**src/rtl/led_fade_sequencer.sv**
```systemverilog
// Breathing brightness sequencer: ramps a 4-bit level 0 -> peak -> 0 with holds at each end.
// Level changes are committed only on the last clock of each 16-clock PWM frame.
`timescale 1ns / 1ps

module led_fade_sequencer #(
    parameter int unsigned STEP_TICKS = 65536,
    parameter int unsigned HOLD_STEPS = 8
) (
    input  logic       clk,
    input  logic       resetn,
    input  logic       enable,
    input  logic       start,
    input  logic [3:0] max_level,
    output logic [3:0] level,
    output logic       busy,
    output logic       cycle_done
);

    typedef enum logic [2:0] {StIdle, StRise, StHoldHi, StFall, StHoldLo} state_e;

    localparam logic [23:0] PrescLast = 24'(STEP_TICKS - 1);
    localparam logic [7:0]  HoldLast  = 8'(HOLD_STEPS - 1);

    state_e      state_q, state_d;
    logic [3:0]  target_q, target_d;
    logic [3:0]  max_q, max_d;
    logic [7:0]  hold_cnt_q, hold_cnt_d;
    logic [23:0] presc_q;
    logic [3:0]  frame_cnt_q;
    logic [3:0]  level_q;
    logic        presc_clr;
    logic        step_tick;
    logic        hold_last;

    assign step_tick = (state_q != StIdle) && (presc_q == PrescLast);
    assign hold_last = (hold_cnt_q == HoldLast);

    always_ff @(posedge clk or negedge resetn) begin
        if (!resetn) begin
            state_q    <= StIdle;
            target_q   <= 4'd0;
            max_q      <= 4'd0;
            hold_cnt_q <= 8'd0;
        end else begin
            state_q    <= state_d;
            target_q   <= target_d;
            max_q      <= max_d;
            hold_cnt_q <= hold_cnt_d;
        end
    end

    // Losing enable during the rising half short-circuits to FALL, even on a tick.
    always_comb begin
        state_d    = state_q;
        target_d   = target_q;
        max_d      = max_q;
        hold_cnt_d = hold_cnt_q;
        presc_clr  = 1'b0;
        unique case (state_q)
            StIdle: begin
                target_d = 4'd0;
                if (start && enable) begin
                    max_d     = max_level;
                    presc_clr = 1'b1;
                    state_d   = StRise;
                end
            end
            StRise: begin
                if (!enable) begin
                    state_d = StFall;
                end else if (step_tick) begin
                    if (target_q < max_q) begin
                        target_d = target_q + 4'd1;
                    end else begin
                        hold_cnt_d = 8'd0;
                        state_d    = StHoldHi;
                    end
                end
            end
            StHoldHi: begin
                if (!enable) begin
                    state_d = StFall;
                end else if (step_tick) begin
                    if (hold_last) state_d = StFall;
                    else           hold_cnt_d = hold_cnt_q + 8'd1;
                end
            end
            StFall: begin
                if (step_tick) begin
                    if (target_q != 4'd0) begin
                        target_d = target_q - 4'd1;
                    end else begin
                        hold_cnt_d = 8'd0;
                        state_d    = StHoldLo;
                    end
                end
            end
            StHoldLo: begin
                if (step_tick) begin
                    if (hold_last) begin
                        if (enable) begin
                            max_d     = max_level;
                            presc_clr = 1'b1;
                            state_d   = StRise;
                        end else begin
                            state_d = StIdle;
                        end
                    end else begin
                        hold_cnt_d = hold_cnt_q + 8'd1;
                    end
                end
            end
            default: state_d = StIdle;
        endcase
    end

    always_comb begin
        busy       = (state_q != StIdle);
        cycle_done = (state_q == StHoldLo) && step_tick && hold_last;
        level      = level_q;
    end

    // Frame counter mirrors the PWM counter so level only moves between PWM periods.
    always_ff @(posedge clk or negedge resetn) begin
        if (!resetn) begin
            presc_q     <= 24'd0;
            frame_cnt_q <= 4'd0;
            level_q     <= 4'd0;
        end else begin
            if (presc_clr || (state_q == StIdle) || step_tick) presc_q <= 24'd0;
            else                                               presc_q <= presc_q + 24'd1;
            frame_cnt_q <= frame_cnt_q + 4'd1;
            if (frame_cnt_q == 4'hF) level_q <= target_q;
        end
    end

endmodule

```
**config.mk**
```make
export PLATFORM = sky130hd
export DESIGN_NAME = led_fade_sequencer
export DESIGN_NICKNAME = d
export VERILOG_FILES = /design/src/rtl/led_fade_sequencer.sv
export SDC_FILE = /design/constraint.sdc
export NUM_CORES = 1
export LEC_CHECK = 0
export CAP_MARGIN = 20
export CORE_MARGIN = 2
export CORE_UTILIZATION = 38
export CTS_CLUSTER_DIAMETER = 60
export DETAILED_ROUTE_END_ITERATION = 12
export GPL_ROUTABILITY_DRIVEN = 0
export SYNTH_ARGS = -nofsm -noshare
export SYNTH_HDL_FRONTEND = slang
export SYNTH_SLANG_ARGS = --single-unit
export TNS_END_PERCENT = 1
```
**constraint.sdc**
```tcl
create_clock -name clk -period 2.75 [get_ports clk]
set_clock_uncertainty 0.2 [all_clocks]
set_input_delay 0.4125 -clock clk [delete_from_list [all_inputs] [get_ports clk]]
set_output_delay 0.4125 -clock clk [all_outputs]
set_load 0.01 [all_outputs]
```
==> summary.txt, run 1 <==
Outcome
  • Outcome: finished, final reports clean

Synthesis
  • Post-synth ARST share: between 90% and 100%
  • Post-synth top area cell: dfrtp_1
  • Post-synth cell types: 50
  • EDFF count, synth: 0
  • Mapped Nets: 300
  • Ys Warns: 0
  • Yosys reg bits: 51
  • Seq/Total Area, Yosys: between 40 and 50%
  • Cell area after synthesis: approximately 0.0028 mm^2
  • Main flop type after synthesis: dfrtp_1
  • Post-synth top area share: 46.2%
  • Top area cells in the synthesized netlist: dfrtp_1 46%, nor2_1 5.6%, xor2_1 5.4%
  • Mapped Cells: 283
  • Mean cell area of the mapped netlist: slightly below 10 um^2

Clocking
  • H-tree levels: 2
  • Clock Sinks: a little over 50
  • Worst-Skew Late Latency: around 0.32 ns
  • CTS buffer count: 5
  • CTS tree: built
  • CTS root buf: clkbuf_8
  • Worst-path clk slew: approximately 0.1 ns
  • Clock buffer depth: 2
  • Hold buffer count at CTS: 0

Drt
  • Detail Route Antenna Nets: 0
  • Initial drt markers: about 160
  • Total number of vias: about 2100
  • Wire per inst: approximately 14 um
  • Vias per cell: 5.05
  • Drt total wl: slightly below 6 mm
  • First drt pass iteration count: 4
  • DRC Markers: 0

Power
  • Clock power frac: between 15 and 20%
  • Static leakage: around 1.5 nW
  • Combinational Power Share: a little over two fifths
  • Power Density: ~770 mW/mm^2
  • Sequential power share: around two fifths
  • Int Pwr: between 1.5 and 2 mW
  • NetSw: 0.937 mW
  • Peak supply drop: around 0.38 mV
  • Sw Share: between 30% and 40%

Critical path
  • Worst Reg-to-Reg Cells: 6
  • Crit path DAT: 2.65 ns
  • Reg-to-reg critical path endpoint: state_q[1]
  • CP max stage cell: or4_1
  • Critical-path maximum fanout: 5
  • Delay of the slowest critical-path stage: between 0.5 and 0.6 ns
  • Setup crit start: hold_cnt_q[4]
  • Worst reg2reg startpoint: hold_cnt_q[4]
  • CP Capture Type: register
  • Worst path bufs/invs: 0
  • Worst EP required: roughly 2.8 ns
  • CP delay by family, top: simple AND/OR/NAND/NOR gates
  • Critical Path Start Type: register
  • R2R Setup Slk: between 0.1 and 0.15 ns
  • Critical path class: register to register
  • Critical path, cell by cell: or4_1 -> or3_4 -> a222oi_1 -> a21oi_1 -> or2_1 -> mux2_4
  • Critical path depth in cells: 6

Floorplanning
  • DIE WIDTH: 89.3 um
  • I/O pin count: 14
  • Core area: between 0.007 and 0.008 mm^2
  • Die height: 89.3 um
  • Die ar.: 0.00797 mm^2
  • Initial core utilization: between 30 and 40%
  • Row count: 31

STA
  • Worst Tran Pin Value: 0.655 ns
  • RSZ-0062 raised after global routing: no
  • Post-route setup TNS: 0 ns
  • Slew HR: between 50% and 60%
  • Tcrit/Tclk final: roughly 96%
  • Fmax: 379 MHz
  • Final Max Slew Viols: 0
  • Hold Fails Final Rpt: 0
  • Final setup viols: 0
  • Final min period: about 2.6 ns

Global route
  • Vias in the first global route: about 2000
  • Met2 usage: roughly a quarter
  • First-pass GRT wire length: about 10 mm
  • Busiest grt layer: met2
  • Largest net degree at the start of global routing: 52
  • Total GRT Usage: between 15 and 20%
  • Met1 Use GR: between 20% and 30%
  • Initial antenna violation count: 0
  • M3 GR Usage: between 3 and 4%
  • GR Overflow Total: 0

Flow run
  • Maxcap violations: 0

Finish
  • Fin nets: 334
  • Final Non-Filler Cells: around 420
  • # diodes: 0
  • Core Util, Final: between 40% and 50%
  • Fill cells: around 710
  • Share of layout cells above drive strength 1: 16.0%
  • Area Overhead vs Synth: 17.9%

Min path
  • Worst Hold Class: input port to async pin

Place
  • Placed cell count: approximately 410
  • IO buf count: 13
  • Post-DP HPWL: approximately 4.2 mm
## power by group through the flow
stage               Sequential [mW]  Clock, mW  Combinational [mW]
CTS                           0.972      0.469                1.10
finish                        0.972      0.455                1.09
global route                  0.990      0.497                1.22
floorplan                     0.960          0               0.763
detailed placement            0.990          0                1.08
global placement              0.983          0                1.06
## cell families (layout without fill, tap and decap cells)
group	Yosys count	after routing	synth area share, %
buffers and inverters	22	57	2.99
flip-flops	51	51	46.2
AND/OR/NAND/NOR	113	113	21.0
AO/OA/AOI/OAI	48	48	11.6
multiplexers	13	13	5.39
adder cells (fa/ha/maj)	9	9	4.35
XOR/XNOR	27	27	8.56
## through the flow
step                      instance area (um^2)  setup slack [ns]  power [mW]  hold WS, ns
after floorplan                           2760             0.227        1.72      -0.0831
after CTS                                 3260             0.109        2.55       0.0306
after detailed placement                  3130            0.0904        2.07        0.250
after global placement                    3130             0.134        2.04        0.244
final                                     3260             0.112        2.52      0.00174
after global routing                      3260          0.000890        2.71       0.0758
## worst register-to-register path, delay by kind of cell, from the launching register on
family / cells / cell delay, ns
DFF: 1 / 0.40
AOI/OAI and AO/OA: 2 / 0.40
and+or+nand+nor: 3 / 1.23
muxes: 1 / 0.31
## cells in the final DEF, fill, tap and decap left out, types with 2 or more instances in the layout
master / count
and4_1: 5
nand4_1: 6
inv_1: 14
a21oi_1: 6
dfrtp_1: 51
clkbuf_8: 5
and3_1: 9
nor2b_1: 2
ha_1: 8
nand3_1: 15
nand2b_1: 2
a211o_1: 2
xor2_1: 17
nor4_2: 2
nor2_1: 40
o31ai_1: 3
xnor2_1: 10
nand2_1: 13
and2_1: 2
and3b_1: 2
nor2_2: 2
mux2_2: 11
o21ai_0: 10
o21a_1: 2
clkdlybuf4s50_1: 11
buf_4: 22
a41oi_1: 2
a21boi_0: 2
o41ai_1: 2
a31oi_1: 5
o21ai_1: 5
or3_1: 2
or4_1: 3
## Yosys cell counts, drive strengths merged, types with 2 or more instances
master / n
dfrtp: 51
nor2: 42
xor2: 17
nand3: 15
o21ai: 15
inv: 14
nand2: 13
mux2: 12
xnor2: 10
and3: 9
ha: 8
a21oi: 6
clkbuf: 6
nand4: 6
a31oi: 5
and4: 5
nor4: 3
o31ai: 3
or3: 3
or4: 3
a211o: 2
a21boi: 2
a41oi: 2
and2: 2
and3b: 2
buf: 2
nand2b: 2
nor2b: 2
nor3: 2
o21a: 2
o41ai: 2
or2: 2
## routing by layer
layer | share of wire [%] | routed length (um)
met5 | 0 | 0
met4 | 1.1 | 66
met3 | 3.3 | 192
met2 | 46 | 2650
met1 | 50 | 2860
## worst max-delay path by stage
stage | end | slack [ns]
after global placement | state_q[1] | 0.13
final | state_q[1] | 0.11
after CTS | state_q[1] | 0.11
after global routing | state_q[1] | 0.0009
after detailed placement | state_q[1] | 0.09
after floorplan | state_q[1] | 0.23
## area by class of cell
class / instances / area (um^2) / share of cell area (%)
Clock buffer: 5 / 68.8 / 2.11
Clock inverter: 3 / 23.8 / 0.729
Inverter: 14 / 52.6 / 1.61
Multi-Input combinational cell: 210 / 1430 / 43.7
Sequential cell: 51 / 1280 / 39.2
Tap cell: 99 / 124 / 3.80
Timing Repair Buffer: 35 / 289 / 8.87
## flip-flops by register name (all words and copies together) (netlist names)
register / count
presc_q: 24
level: 4
state_q: 3
frame_cnt_q: 4
target_q: 4
hold_cnt_q: 8
max_q: 4
## what timing repair did
item	CTS	global route
setup buffers	3	0
endpoints found under the hold margin	0	0
endpoints found under the setup margin	1	0
resized for setup	5	0
Power figures use the tool's default switching activity.
==> run 2: changes to the inputs <==
- ABC_AREA: not set -> 0
==> results of run 2 <==
The final DEF is identical to that of run 1; final timing and power are the same.
==> run 3: changes to the inputs <==
- CORE_UTILIZATION: 38 -> 40
- CTS_CLUSTER_SIZE: not set -> 20
- clock period: 2.75 -> 3.42 ns (I/O delays scaled with it)
==> run 3 against run 2 <==
Compared with the run above: critical path depth unchanged; hold slack improved by 0.010 ns; via count decreased by 1.7%; first-iteration DRC count decreased by 38%; power decreased by 22%; register-to-register slack improved by 0.60 ns; sequential power decreased by 17%; global-route usage increased by 0.31 points; combinational power decreased by 29%; setup slack improved by 0.090 ns; die area decreased by 4.8%; clock-buffer cell count increased by 1; critical path type is now register to output pin; critical endpoint is now cycle_done; largest cell class unchanged; highest routed layer unchanged.
==> summary.txt, run 3 (same netlist as run 1, synthesis figures left out) <==
Outcome
  • Outcome: finished, final reports clean

Global route
  • GR Overflow Total: 0 (unchanged)
  • Initial antenna violation count: 0 (unchanged)
  • Largest net degree at the start of global routing: 27 (-48%)
  • First-pass GRT wire length: 9.76 mm (-0.77%)
  • Vias in the first global route: 2050 (+0.69%)
  • Total GRT Usage: 16.2% (+0.31 points)

Floorplanning
  • I/O pin count: 14 (unchanged)
  • Initial core utilization: 40.9% (+2.2 points)
  • Core area: 0.00676 mm^2 (-5.3%)
  • Row count: 30 (-3.2%)
  • DIE WIDTH: 87.1 um (-2.4%)
  • Die ar.: 0.00759 mm^2 (-4.8%)
  • Die height: 87.1 um (-2.4%)

Clocking
  • Clock Sinks: 51 (unchanged)
  • CTS tree: built
  • CTS buffer count: 5 (unchanged)
  • # Post-CTS Setup Buffers: 0 (-3)
  • Clock buffer depth: 2 (unchanged)
  • Worst-path clk slew: 0.10 ns (about the same)
  • CTS root buf: clkbuf_8
  • H-tree levels: 2 (unchanged)
  • Worst-Skew Late Latency: 0.31 ns (about the same)

STA
  • RSZ-0062 raised after global routing: no
  • Final min period: approximately 3.2 ns
  • Fmax: roughly 310 MHz
  • Slew HR: 52.1% (-4.2 points)
  • Tcrit/Tclk final: 94.1%
  • Final Max Slew Viols: 0 (unchanged)
  • Final setup viols: 0 (unchanged)
  • Worst Tran Pin Value: 0.712 ns (+0.0565 ns)
  • Hold Fails Final Rpt: 0 (unchanged)
  • Post-route setup TNS: 0 ns (unchanged)

Finish
  • Reg with most FFs: presc_q
  • Biggest regs: presc_q (24), hold_cnt_q (8)
  • Flip-flop count of the largest register after layout: 24 (unchanged)
  • Fin nets: 316 (-5.4%)
  • Commonest non-fill, non-tap cell in the layout: dfrtp_1
  • Area Overhead vs Synth: 11.9%
  • Post-route cell area: 0.00309 mm^2 (-5.1%)
  • Commonest cells after routing, fill and taps aside: 51 x dfrtp_1, 41 x nor2_1, 17 x xor2_1
  • Share of layout cells above drive strength 1: 10.0% (-6.0 points)
  • # diodes: 0 (unchanged)

Critical path
  • Crit path DAT: 2.51 ns (-0.14 ns)
  • Delay of the slowest critical-path stage: 0.61 ns (+0.03 ns)
  • Critical path class: register to output pin
  • CP max stage cell: nor4_1
  • Worst path bufs/invs: 2 (+2)
  • Worst EP required: 2.71 ns (-0.05 ns)
  • CP Capture Type: output pin
  • CP delay by family, top: simple AND/OR/NAND/NOR gates
  • Critical Path Start Type: register
  • Critical-path maximum fanout: 7 (+2)
  • Critical path, cell by cell: nor4_1 -> nand3_1 -> nor2_1 -> buf_4 -> and3_1 -> clkdlybuf4s50_1

Drt
  • Drt total wl: 5.52 mm (-4.4%)
  • Total number of vias: 2071 (-1.7%)
  • Detail Route Antenna Nets: 0 (unchanged)
  • WL met2: 2.54 mm (-3.9%)
  • Initial drt markers: 98 (-38%)
  • Vias per cell: 5.45 (+7.9%)
  • Top routing layer in use: met4
  • WL met1: 2.71 mm (-5.2%)
  • DRC Markers: 0 (unchanged)
  • Wire per inst: 14.5 um (+5.0%)
  • Met3 WL: 183 um (-4.7%)
  • First drt pass iteration count: 4 (unchanged)

Power
  • Power Density: 632 mW/mm^2 (-18%)
  • Peak supply drop: 0.178 mV (-53%)
  • Static leakage: 1.45 nW (-6.1%)

Place
  • IO buf count: 13 (unchanged)
  • Placed cell areas: 0.00299 mm^2 (-4.4%)
  • Post-DP HPWL: 3.96 mm (-4.8%)

Flow run
  • Maxcap violations: 0 (unchanged)

Min path
  • Worst Hold Class: input port to async pin
run 3: final cells by class:
type / count / area [um^2]
clock inverter: 2 / 16.3
sequential: 51 / 1280
inverter: 14 / 52.6
clock buffer: 6 / 82.6
timing repair buffer: 17 / 155
tap: 80 / 100
fill: 647 / 3660
multi-input combinational: 210 / 1410
run 3: worst paths after layout:
| kind | start | endpoint | slack [ns] | cells past startpoint |
|---|---|---|---|---|
| max | presc_q[21] | cycle_done | 0.20 | 6 |
| min reg2reg | frame_cnt_q[0] | frame_cnt_q[0] | 0.26 | 1 |
| max reg2reg | hold_cnt_q[4] | state_q[0] | 0.71 | 6 |
| min in group clk | frame_cnt_q[0] | frame_cnt_q[0] | 0.26 | 1 |
| max in group asynchronous | resetn | presc_q[17] | 2.36 | 2 |
| min | resetn | presc_q[8] | 0.01 | 1 |
run 3: metrics by stage:
step	total power [mW]	utilization, %	instances	hold slack, ns	setup slack, ns
6_report	1.95	45.8	380	0.0120	0.202
5_1_grt	2.12	45.8	380	0.0374	0.0444
4_1_cts	1.97	45.7	380	0.0204	0.193
3_5_place_dp	1.59	44.2	372	0.255	0.551
3_3_place_gp	1.59	44.2	372	0.239	0.620
2_1_floorplan	1.39	-	283	0.0174	0.897
run 3: worst reg2reg max path: stages, from the launching register on:
cell	delay (ns)
dfrtp_1	0.45
or4_1	0.56
or3_4	0.38
a222oi_1	0.33
a21boi_0	0.16
a2111oi_1	0.42
a211o_1	0.16
run 3: power breakdown:
part | total (mW) | switching [mW] | internal [mW]
registers | 0.807 | 0.114 | 0.693
clock network | 0.376 | 0.210 | 0.166
logic | 0.770 | 0.399 | 0.371
run 3: metal layers:
metal,vias up,global-route usage (%)
li1,1036,-
met1,1002,22.3
met2,26,25.3
met3,7,3.41
met4,0,5.59
met5,-,0
run 3: repair_timing:
item	4_1_cts	5_1_grt
resized for setup	0	1
hold buffers	0	0
endpoints found under the setup margin	0	1
